**config.mk**
```make
export PLATFORM = sky130hd
export DESIGN_NAME = fluid_board_soc_nios2_qsys_0_oci_dct_packer
export DESIGN_NICKNAME = d
export VERILOG_FILES = /design/src/rtl/fluid_board_soc_dct_pkg.sv /design/src/rtl/fluid_board_soc_dct_out_reg.sv /design/src/rtl/fluid_board_soc_nios2_qsys_0_oci_dct_packer.sv
export SDC_FILE = /design/constraint.sdc
export NUM_CORES = 1
export LEC_CHECK = 0
export CORE_ASPECT_RATIO = 0.8
export CORE_UTILIZATION = 43
export CTS_BUF_LIST = sky130_fd_sc_hd__clkbuf_4 sky130_fd_sc_hd__clkbuf_8 sky130_fd_sc_hd__clkbuf_16
export DETAILED_ROUTE_END_ITERATION = 8
export GPL_ROUTABILITY_DRIVEN = 0
export PLACE_DENSITY = 0.73
export SYNTH_ARGS = -nofsm -noshare
export SYNTH_HDL_FRONTEND = slang
export SYNTH_SLANG_ARGS = --single-unit
```
**constraint.sdc**
```tcl
create_clock -name clk -period 2.4 [get_ports clk]
set_input_delay 0.48 -clock clk [delete_from_list [all_inputs] [get_ports clk]]
set_output_delay 0.48 -clock clk [all_outputs]
set_load 0.01 [all_outputs]
```
**src/rtl/fluid_board_soc_dct_pkg.sv**
```systemverilog
// rtl/fluid_board_soc_dct_pkg.sv - shared widths and state type for the OCI trace-atom packer
package fluid_board_soc_dct_pkg;

  localparam int DCT_ATOM_W = 2;
  localparam int DCT_ATOMS  = 15;
  localparam int DCT_BUF_W  = DCT_ATOM_W * DCT_ATOMS;
  localparam int DCT_CNT_W  = 4;

  typedef enum logic [1:0] {
    IDLE,
    FILL,
    CLOSE
  } dct_state_t;

endpackage

```
**src/rtl/fluid_board_soc_dct_out_reg.sv**
```systemverilog
// rtl/fluid_board_soc_dct_out_reg.sv - frame output register with valid/ready hold
// Loads a packed frame and holds it stable until the trace store takes it.
module fluid_board_soc_dct_out_reg
  import fluid_board_soc_dct_pkg::*;
#(
  parameter int BUF_W = DCT_BUF_W
) (
  input  logic                 clk,
  input  logic                 reset_n,
  input  logic                 load_i,
  input  logic [BUF_W-1:0]     data_i,
  input  logic [DCT_CNT_W-1:0] count_i,
  input  logic                 frm_ready_i,
  output logic                 frm_valid_o,
  output logic [BUF_W-1:0]     frm_data_o,
  output logic [DCT_CNT_W-1:0] frm_count_o,
  output logic                 out_free_o
);

  logic                 valid_q, valid_d;
  logic [BUF_W-1:0]     data_q, data_d;
  logic [DCT_CNT_W-1:0] count_q, count_d;

  assign out_free_o = !valid_q || frm_ready_i;

  // A load on the same edge as a take wins, so back-to-back frames never bubble.
  always_comb begin
    valid_d = valid_q;
    data_d  = data_q;
    count_d = count_q;
    if (load_i) begin
      valid_d = 1'b1;
      data_d  = data_i;
      count_d = count_i;
    end else if (frm_ready_i) begin
      valid_d = 1'b0;
    end
  end

  always_ff @(posedge clk or negedge reset_n) begin
    if (!reset_n) begin
      valid_q <= 1'b0;
      data_q  <= '0;
      count_q <= '0;
    end else begin
      valid_q <= valid_d;
      data_q  <= data_d;
      count_q <= count_d;
    end
  end

  assign frm_valid_o = valid_q;
  assign frm_data_o  = data_q;
  assign frm_count_o = count_q;

endmodule

```
**src/rtl/fluid_board_soc_nios2_qsys_0_oci_dct_packer.sv**
```systemverilog
// rtl/fluid_board_soc_nios2_qsys_0_oci_dct_packer.sv - packs 2-bit trace atoms into 15-atom frames
// OCI_DCT_TIMEOUT_FLUSH_EN adds an idle counter that auto-flushes a stalled partial frame.
module fluid_board_soc_nios2_qsys_0_oci_dct_packer
  import fluid_board_soc_dct_pkg::*;
#(
  parameter int ATOM_W  = DCT_ATOM_W,
  parameter int ATOMS   = DCT_ATOMS,
  parameter int TIMEOUT = 64
) (
  input  logic                      clk,
  input  logic                      reset_n,
  input  logic                      atom_valid,
  input  logic [ATOM_W-1:0]         atom_data,
  output logic                      atom_ready,
  input  logic                      flush,
  output logic                      frm_valid,
  input  logic                      frm_ready,
  output logic [ATOM_W*ATOMS-1:0]   frm_data,
  output logic [DCT_CNT_W-1:0]      frm_count,
  output logic [ATOM_W*ATOMS-1:0]   dct_buffer,
  output logic [DCT_CNT_W-1:0]      dct_count
);

  localparam int                   BUF_W = ATOM_W * ATOMS;
  localparam logic [DCT_CNT_W-1:0] FULL  = DCT_CNT_W'(ATOMS);

  logic [BUF_W-1:0]     stage_q, stage_d;
  logic [DCT_CNT_W-1:0] cnt_q, cnt_d;
  logic                 flush_pend_q, flush_pend_d;
  dct_state_t           state_q, state_d;
  logic                 out_free, accept, transfer, flush_req;

  assign atom_ready = (cnt_q != FULL) || out_free;
  assign accept     = atom_valid && atom_ready;
  assign transfer   = (state_q == CLOSE) && out_free;

`ifdef OCI_DCT_TIMEOUT_FLUSH_EN
  localparam int TMR_W = (TIMEOUT > 1) ? $clog2(TIMEOUT) : 1;
  logic [TMR_W-1:0] idle_q, idle_d;
  logic             timeout_hit;

  assign timeout_hit = (idle_q == TMR_W'(TIMEOUT - 1));
  assign flush_req   = flush || timeout_hit;

  // Restarting after a hit makes the timeout a single-cycle pseudo-flush.
  always_comb begin
    idle_d = idle_q + TMR_W'(1);
    if (accept || transfer || (cnt_q == '0) || timeout_hit) idle_d = '0;
  end

  always_ff @(posedge clk or negedge reset_n) begin
    if (!reset_n) idle_q <= '0;
    else          idle_q <= idle_d;
  end
`else
  logic unused_timeout;
  assign unused_timeout = ^TIMEOUT;
  assign flush_req      = flush;
`endif

  // Transfer empties staging first, so an atom taken on that edge starts the next frame.
  always_comb begin
    stage_d      = stage_q;
    cnt_d        = cnt_q;
    flush_pend_d = flush_pend_q;
    if (transfer) begin
      stage_d      = '0;
      cnt_d        = '0;
      flush_pend_d = 1'b0;
    end
    if (accept && (cnt_d != FULL)) begin
      stage_d = {stage_d[BUF_W-ATOM_W-1:0], atom_data};
      cnt_d   = cnt_d + DCT_CNT_W'(1);
    end
    if (flush_req && (cnt_d != '0)) flush_pend_d = 1'b1;

    if (cnt_d == '0)                       state_d = IDLE;
    else if ((cnt_d == FULL) || flush_pend_d) state_d = CLOSE;
    else                                   state_d = FILL;
  end

  always_ff @(posedge clk or negedge reset_n) begin
    if (!reset_n) begin
      stage_q      <= '0;
      cnt_q        <= '0;
      flush_pend_q <= 1'b0;
      state_q      <= IDLE;
    end else begin
      stage_q      <= stage_d;
      cnt_q        <= cnt_d;
      flush_pend_q <= flush_pend_d;
      state_q      <= state_d;
    end
  end

  fluid_board_soc_dct_out_reg #(
    .BUF_W(BUF_W)
  ) u_out_reg (
    .clk        (clk),
    .reset_n    (reset_n),
    .load_i     (transfer),
    .data_i     (stage_q),
    .count_i    (cnt_q),
    .frm_ready_i(frm_ready),
    .frm_valid_o(frm_valid),
    .frm_data_o (frm_data),
    .frm_count_o(frm_count),
    .out_free_o (out_free)
  );

  assign dct_buffer = stage_q;
  assign dct_count  = cnt_q;

endmodule

```
==> flow_summary.ini, run 1 <==
[run_status]
outcome = finished clean

[setup_path]
cp_num_buf_inv = 1
cp_cell_sequence = nor2b_4 > a21oi_2 > ha_2 > and3_2 > a311o_1 > a221o_1 > buf_4 > nand4_1 > and3b_1
worstPathMaxFanout = 4
required_ps = 2660
r2r-end = state_q[0]$_DFF_PN0_
start_kind = flip-flop
crit_slowest_cell = dfrtp_1
rr_startpoint = state_q[0]$_DFF_PN0_
cpPeakStageDelay_ps = 400
endpoint = state_q[0]$_DFF_PN0_
path_class = reg2reg
cp.depth = 9
crit_family = compound AO/OA/AOI/OAI gates
reg2reg_depth = 9
critical_path_arrival_ps = 2570
r2r_slack_ps = 90
crit_path_end_kind = flip-flop
cp-startpoint = state_q[0]$_DFF_PN0_

[floorplanning]
dieArea_um2 = 7090
num_rows = 26
die_w_um = 93.9
core_area_um2 = 6440
start_util_pct = 45.1
fp.dieH_um = 75.5
num_io_pins = 77

[sta]
rsz0062_at_grt = false
hold_viol = 0
fmax_mhz = 433
slew_viol_final = 0
setup_slack_ps = 90.3
slew_headroom_pct = 67.5
finalCritPeriodShare_pct = 96.2
tightest_slew_ps = 487
finalCriticalPeriod_ps = 2310
setup_viol = 0
finalClockSkew_ps = 11.3

[synth]
yosysTopAreaCell = dfrtp_1
async_flop_share_pct = 100
syn_area_um2 = 2900
postSynthNetCount = 329
synth.ff_latch_count = 72
ys.flop_type = dfrtp_1
yosys-top-cells-area = dfrtp_1 (62%), nand2_1 (21%), a21oi_1 (5.7%), clkbuf_1 (1.9%), o21ai_0 (1.0%)
synth_edf_count = 0
synth_cell_type_count = 30
yosysWarnings = 0
syn-instance-count = 321
seq_area_frac_synth_pct = 62.0
synth_top_cell_area_share_pct = 62.0
synth.avg_cell_area_um2 = 9.05

[pwr]
power_density_nw_per_um2 = 966
comb_power_share_pct = 35.6
irDropWorstVdd_mv = 0.522
clkPwrFrac_pct = 24.8
swShare_pct = 34.4
p_int_uw = 2600
seqPwrFrac_pct = 39.7
switchingPower_uw = 1360
leakagePower_uw = 0.00196

[global_routing]
grtUsageMet1_pct = 29.3
grt_max_degree = 39
grt_pass1_vias = 2283
top_usage_layer = met2
gr-total-overflow = 0
antenna_found_initial = 0
grt_use_met3_pct = 5.29
grt_use_met2_pct = 33.2
grt_pass1_wl_mm = 11.4
grt_usage_pct = 21.0

[routing]
drc = 0
viasPerCell = 4.97
firstDrtPassIters = 4
post_drt_wl_per_cell_um = 13.9
dr_total_vias = 2466
wl_mm = 6.91
drt-initial-drc-count = 217
postRouteAntennaNets = 0

[cts]
clock-root-buffer = clkbuf_8
cts_hold_buf = 0
cts_tree = yes
cts-buffers-inserted = 9
ctsHtreeMaxLevel = 3
clkLatencyLatePin_ps = 330
cts.sinks = 72
clockBufferDepth = 2
clkTransAtPathRegs_ps = 80

[final_layout]
seqCellArea_um2 = 1800
multi_input_area_um2 = 1040
final_cell_mix = nand2_1 (161), clkdlybuf4s50_1 (74), dfrtp_1 (72), a21oi_1 (31), buf_4 (16)
drive_gt1_share_pct = 11.2
final_nets = 415
synthToLayoutAreaGrowth_pct = 41.4
n_antenna_cell = 0
design_area_um2 = 4110
mostFrequentLayoutCell = nand2_1
n_fill_cell = 535

[placement]
port_buffers = 76
pre_cts_ws_ps = -586
dp_hpwl_mm = 4.60
placed_area_um2 = 3840

[run]
maxCapViolCount = 0

[worst_hold_path]
hold_class = in2async
[cells in the mapped netlist (all sizes together), types with 2 or more instances]
cell type / number
clkbuf: 15
buf: 4
a31oi: 2
nand3: 3
a21oi: 33
nand2b: 2
inv: 5
nand2: 161
dfrtp: 72
o21ai: 6
and3: 2
[sequential cells by signal (all words and copies together), names as in the netlist]
name	count
u_out_reg.frm_data_o	30
state_q	2
dct_count	4
u_out_reg.frm_valid_o	1
u_out_reg.frm_count_o	4
dct_buffer	30
flush_pend_q	1
[how the worst min path moves through the flow]
stage,start,cells past startpoint,endpoint
4_1_cts,reset_n,1,u_out_reg.frm_count_o[2]$_DFFE_PN0P_
5_1_grt,reset_n,1,u_out_reg.frm_count_o[2]$_DFFE_PN0P_
3_3_place_gp,u_out_reg.frm_data_o[25]$_DFFE_PN0P_,2,u_out_reg.frm_data_o[25]$_DFFE_PN0P_
2_1_floorplan,reset_n,0,dct_buffer[0]$_DFF_PN0_
6_report,reset_n,1,u_out_reg.frm_count_o[2]$_DFFE_PN0P_
3_5_place_dp,u_out_reg.frm_data_o[0]$_DFFE_PN0P_,2,u_out_reg.frm_data_o[0]$_DFFE_PN0P_
[logic make-up (layout without fill, tap and decap cells)]
logic type / after synthesis / in the layout / synth area share, %
AOI/OAI and AO/OA: 46 / 46 / 8.75
muxes: 1 / 1 / 0.345
adders and majority gates: 1 / 1 / 0.431
buffers and inverters: 24 / 115 / 3.66
and+or+nand+nor: 177 / 177 / 24.8
DFF: 72 / 72 / 62.0
[power by group through the flow]
stage,registers [uW],clock network [uW],logic (uW)
after floorplan,1630,0,610
after global placement,1580,0,1310
after detailed placement,1580,0,1330
after CTS,1570,1010,1370
after global routing,1600,1060,1540
final,1570,983,1410
[area by class of cell]
cell class,count,share of cell area (%)
clock buffers,13,4.05
clock inverters,3,0.975
flip-flops and latches,72,43.9
well taps,84,2.56
repair buffers,94,22.7
multi-input cells,225,25.4
inverters,5,0.457
[per-stage QoR]
stage	setup TNS (ps)	cells	power (uW)	hold WS, ps	utilization (%)
2_1_floorplan	0	321	2240	184	-
3_3_place_gp	-8090	478	2890	458	59.7
3_5_place_dp	-11410	478	2910	463	59.7
4_1_cts	0	495	3950	110	63.3
5_1_grt	0	496	4200	123	63.8
6_report	0	496	3970	96.6	63.8
[metal layers]
layer	part of all wire (%)	up-vias	routed length [um]
li1	-	1200	-
met1	46	1181	3190
met2	47	81	3240
met3	6.5	4	449
met4	0.49	0	34
met5	0	-	0
[worst reg2reg max path, delay by kind of cell (launching register included)]
kind	cells	cell delay [ps]
AO/OA/AOI/OAI	3	820
AND/OR/NAND/NOR	4	680
flip-flops	1	400
adder cells (fa/ha/maj)	1	180
buffers and inverters	1	160
[timing repair]
action | in CTS | in global routing
pin swaps | 3 | 5
setup buffers | 1 | 1
endpoints found under the setup margin | 4 | 15
resized for setup | 5 | 5
gates cloned | 0 | 0
Note: power is estimated with default switching activity, not from simulation.
==> run 2: changes to the inputs <==
- CORE_UTILIZATION: 43 -> 50
- PLACE_DENSITY: 0.73 -> 0.88
- clock period: 2.4 -> 2.75 ns (I/O delays scaled with it)
==> flow_summary.ini, run 2 (same netlist as run 1, synthesis figures left out) <==
[routing]
drt-initial-drc-count = 156
wl_mm = 6.90
wl_met2_mm = 3.41
drt-met1-wl_mm = 2.97
firstDrtPassIters = 4
postRouteAntennaNets = 0
dr_total_vias = 2473
viasPerCell = 5.08
post_drt_wl_per_cell_um = 14.2
wl_met3_um = 446
drc = 0
top_layer = met4

[pwr]
switchingPower_uw = 1190
clkPwrFrac_pct = 28.0
power_density_nw_per_um2 = 875
leakagePower_uw = 0.00191
irDropWorstVdd_mv = 0.613
swShare_pct = 33.6
seqPwrFrac_pct = 38.4
p_int_uw = 2350
comb_power_share_pct = 33.6

[setup_path]
start_kind = input port
required_ps = 2980
worstPathMaxFanout = 3
cpPeakStageDelay_ps = 460
critical_path_arrival_ps = 2920
path_class = in2reg
crit_path_end_kind = flip-flop
crit_slowest_cell = clkdlybuf4s50_1
cp_cell_sequence = clkdlybuf4s50_1 > nand2b_1 > a21oi_2 > ha_1 > and3_2 > a311o_1 > a221o_1 > nor4_4 > and3b_1

[sta]
slew_headroom_pct = 42.5
fmax_mhz = 372
finalCriticalPeriod_ps = 2690
holdWs_ps = 321
finalClockSkew_ps = 4.55
finalCritPeriodShare_pct = 97.8
hold_viol = 0
setup_slack_ps = 59.5
rsz0062_at_grt = false
slew_viol_final = 0
tns_ps = 0
setup_viol = 0
tightest_slew_ps = 862

[placement]
dp_hpwl_mm = 4.61
pre_cts_ws_ps = -328
port_buffers = 76

[final_layout]
n_antenna_cell = 0
final_core_util_pct = 73.3
seqCellArea_um2 = 1800
mostFrequentLayoutCell = nand2_1
final_cell_mix = nand2_1 (161), clkdlybuf4s50_1 (75), dfrtp_1 (72), a21oi_1 (31), buf_4 (15)
drive_gt1_share_pct = 9.29
multi_input_area_um2 = 1010
synthToLayoutAreaGrowth_pct = 39.5
n_fill_cell = 427
final_nets = 412

[global_routing]
grt_usage_pct = 24.1
grt_pass1_wl_mm = 11.2
grt_pass1_vias = 2355
grt_max_degree = 73
antenna_found_initial = 0
gr-total-overflow = 0

[floorplanning]
die_w_um = 87.2
num_rows = 24
fp.dieH_um = 70.2
dieArea_um2 = 6120
start_util_pct = 52.6
core_area_um2 = 5530
num_io_pins = 77

[cts]
cts-buffers-inserted = 9
clkLatencyLatePin_ps = 340
clkTransAtPathRegs_ps = 70
clockBufferDepth = 2
clock-root-buffer = clkbuf_8
cts_tree = yes
ctsHtreeMaxLevel = 3
cts.sinks = 72

[run]
maxCapViolCount = 0

[run_status]
outcome = finished clean

[worst_hold_path]
hold_class = in2async
-- run 2: path summary, 6_finish.rpt --
kind	startpoint	to	slack, ps	cells after the start
max	frm_ready	state_q[0]$_DFF_PN0_	60	9
min	reset_n	u_out_reg.frm_count_o[1]$_DFFE_PN0P_	320	1
max reg2reg	state_q[0]$_DFF_PN0_	state_q[0]$_DFF_PN0_	210	8
min reg2reg	u_out_reg.frm_data_o[17]$_DFFE_PN0P_	u_out_reg.frm_data_o[17]$_DFFE_PN0P_	470	2
max in group asynchronous	reset_n	u_out_reg.frm_data_o[17]$_DFFE_PN0P_	1870	1
min in group clk	u_out_reg.frm_data_o[17]$_DFFE_PN0P_	u_out_reg.frm_data_o[17]$_DFFE_PN0P_	470	2
-- run 2: timing repair --
| action | 4_1_cts | 5_1_grt |
|---|---|---|
| setup buffers | 0 | 0 |
| hold buffers | 0 | 0 |
| resized for setup | 0 | 2 |
| endpoints found under the setup margin | 0 | 2 |
-- run 2: final cells by class --
cell class                      instances  share of cell area, %
Sequential cell                        72                   44.5
Timing Repair Buffer                   91                   21.8
Clock inverter                          6                   2.66
Inverter                                5                  0.463
Tap cell                               78                   2.41
Clock buffer                           10                   3.24
Multi-Input combinational cell        225                   25.0
-- run 2: metal layers --
metal / up-vias / GRT usage [%]
li1: 1187 / -
met1: 1193 / 30.7
met2: 85 / 39.4
met3: 8 / 8.51
met4: 0 / 6.19
met5: - / 0
-- run 2: metrics by stage --
| step | area, um2 | instances | power [uW] |
|---|---|---|---|
| 2_1_floorplan | 2900 | 321 | 1960 |
| 3_3_place_gp | 3800 | 471 | 2510 |
| 3_5_place_dp | 3800 | 471 | 2570 |
| 4_1_cts | 4040 | 487 | 3570 |
| 5_1_grt | 4050 | 487 | 3740 |
| 6_report | 4050 | 487 | 3550 |
-- run 2: worst max-delay path: cells and delay by family --
kind                     cells  cell delay, ps
AO/OA/AOI/OAI                3             820
adder cells (fa/ha/maj)      1             230
buffers and inverters        1             460
AND/OR/NAND/NOR              4             860
-- run 2: power groups by stage --
stage               Combinational [uW]  Sequential (uW)  Clock (uW)
floorplan                          532             1430           0
global route                      1300             1390        1050
global placement                  1140             1370           0
CTS                               1190             1360        1010
detailed placement                1190             1380           0
finish                            1190             1360         992
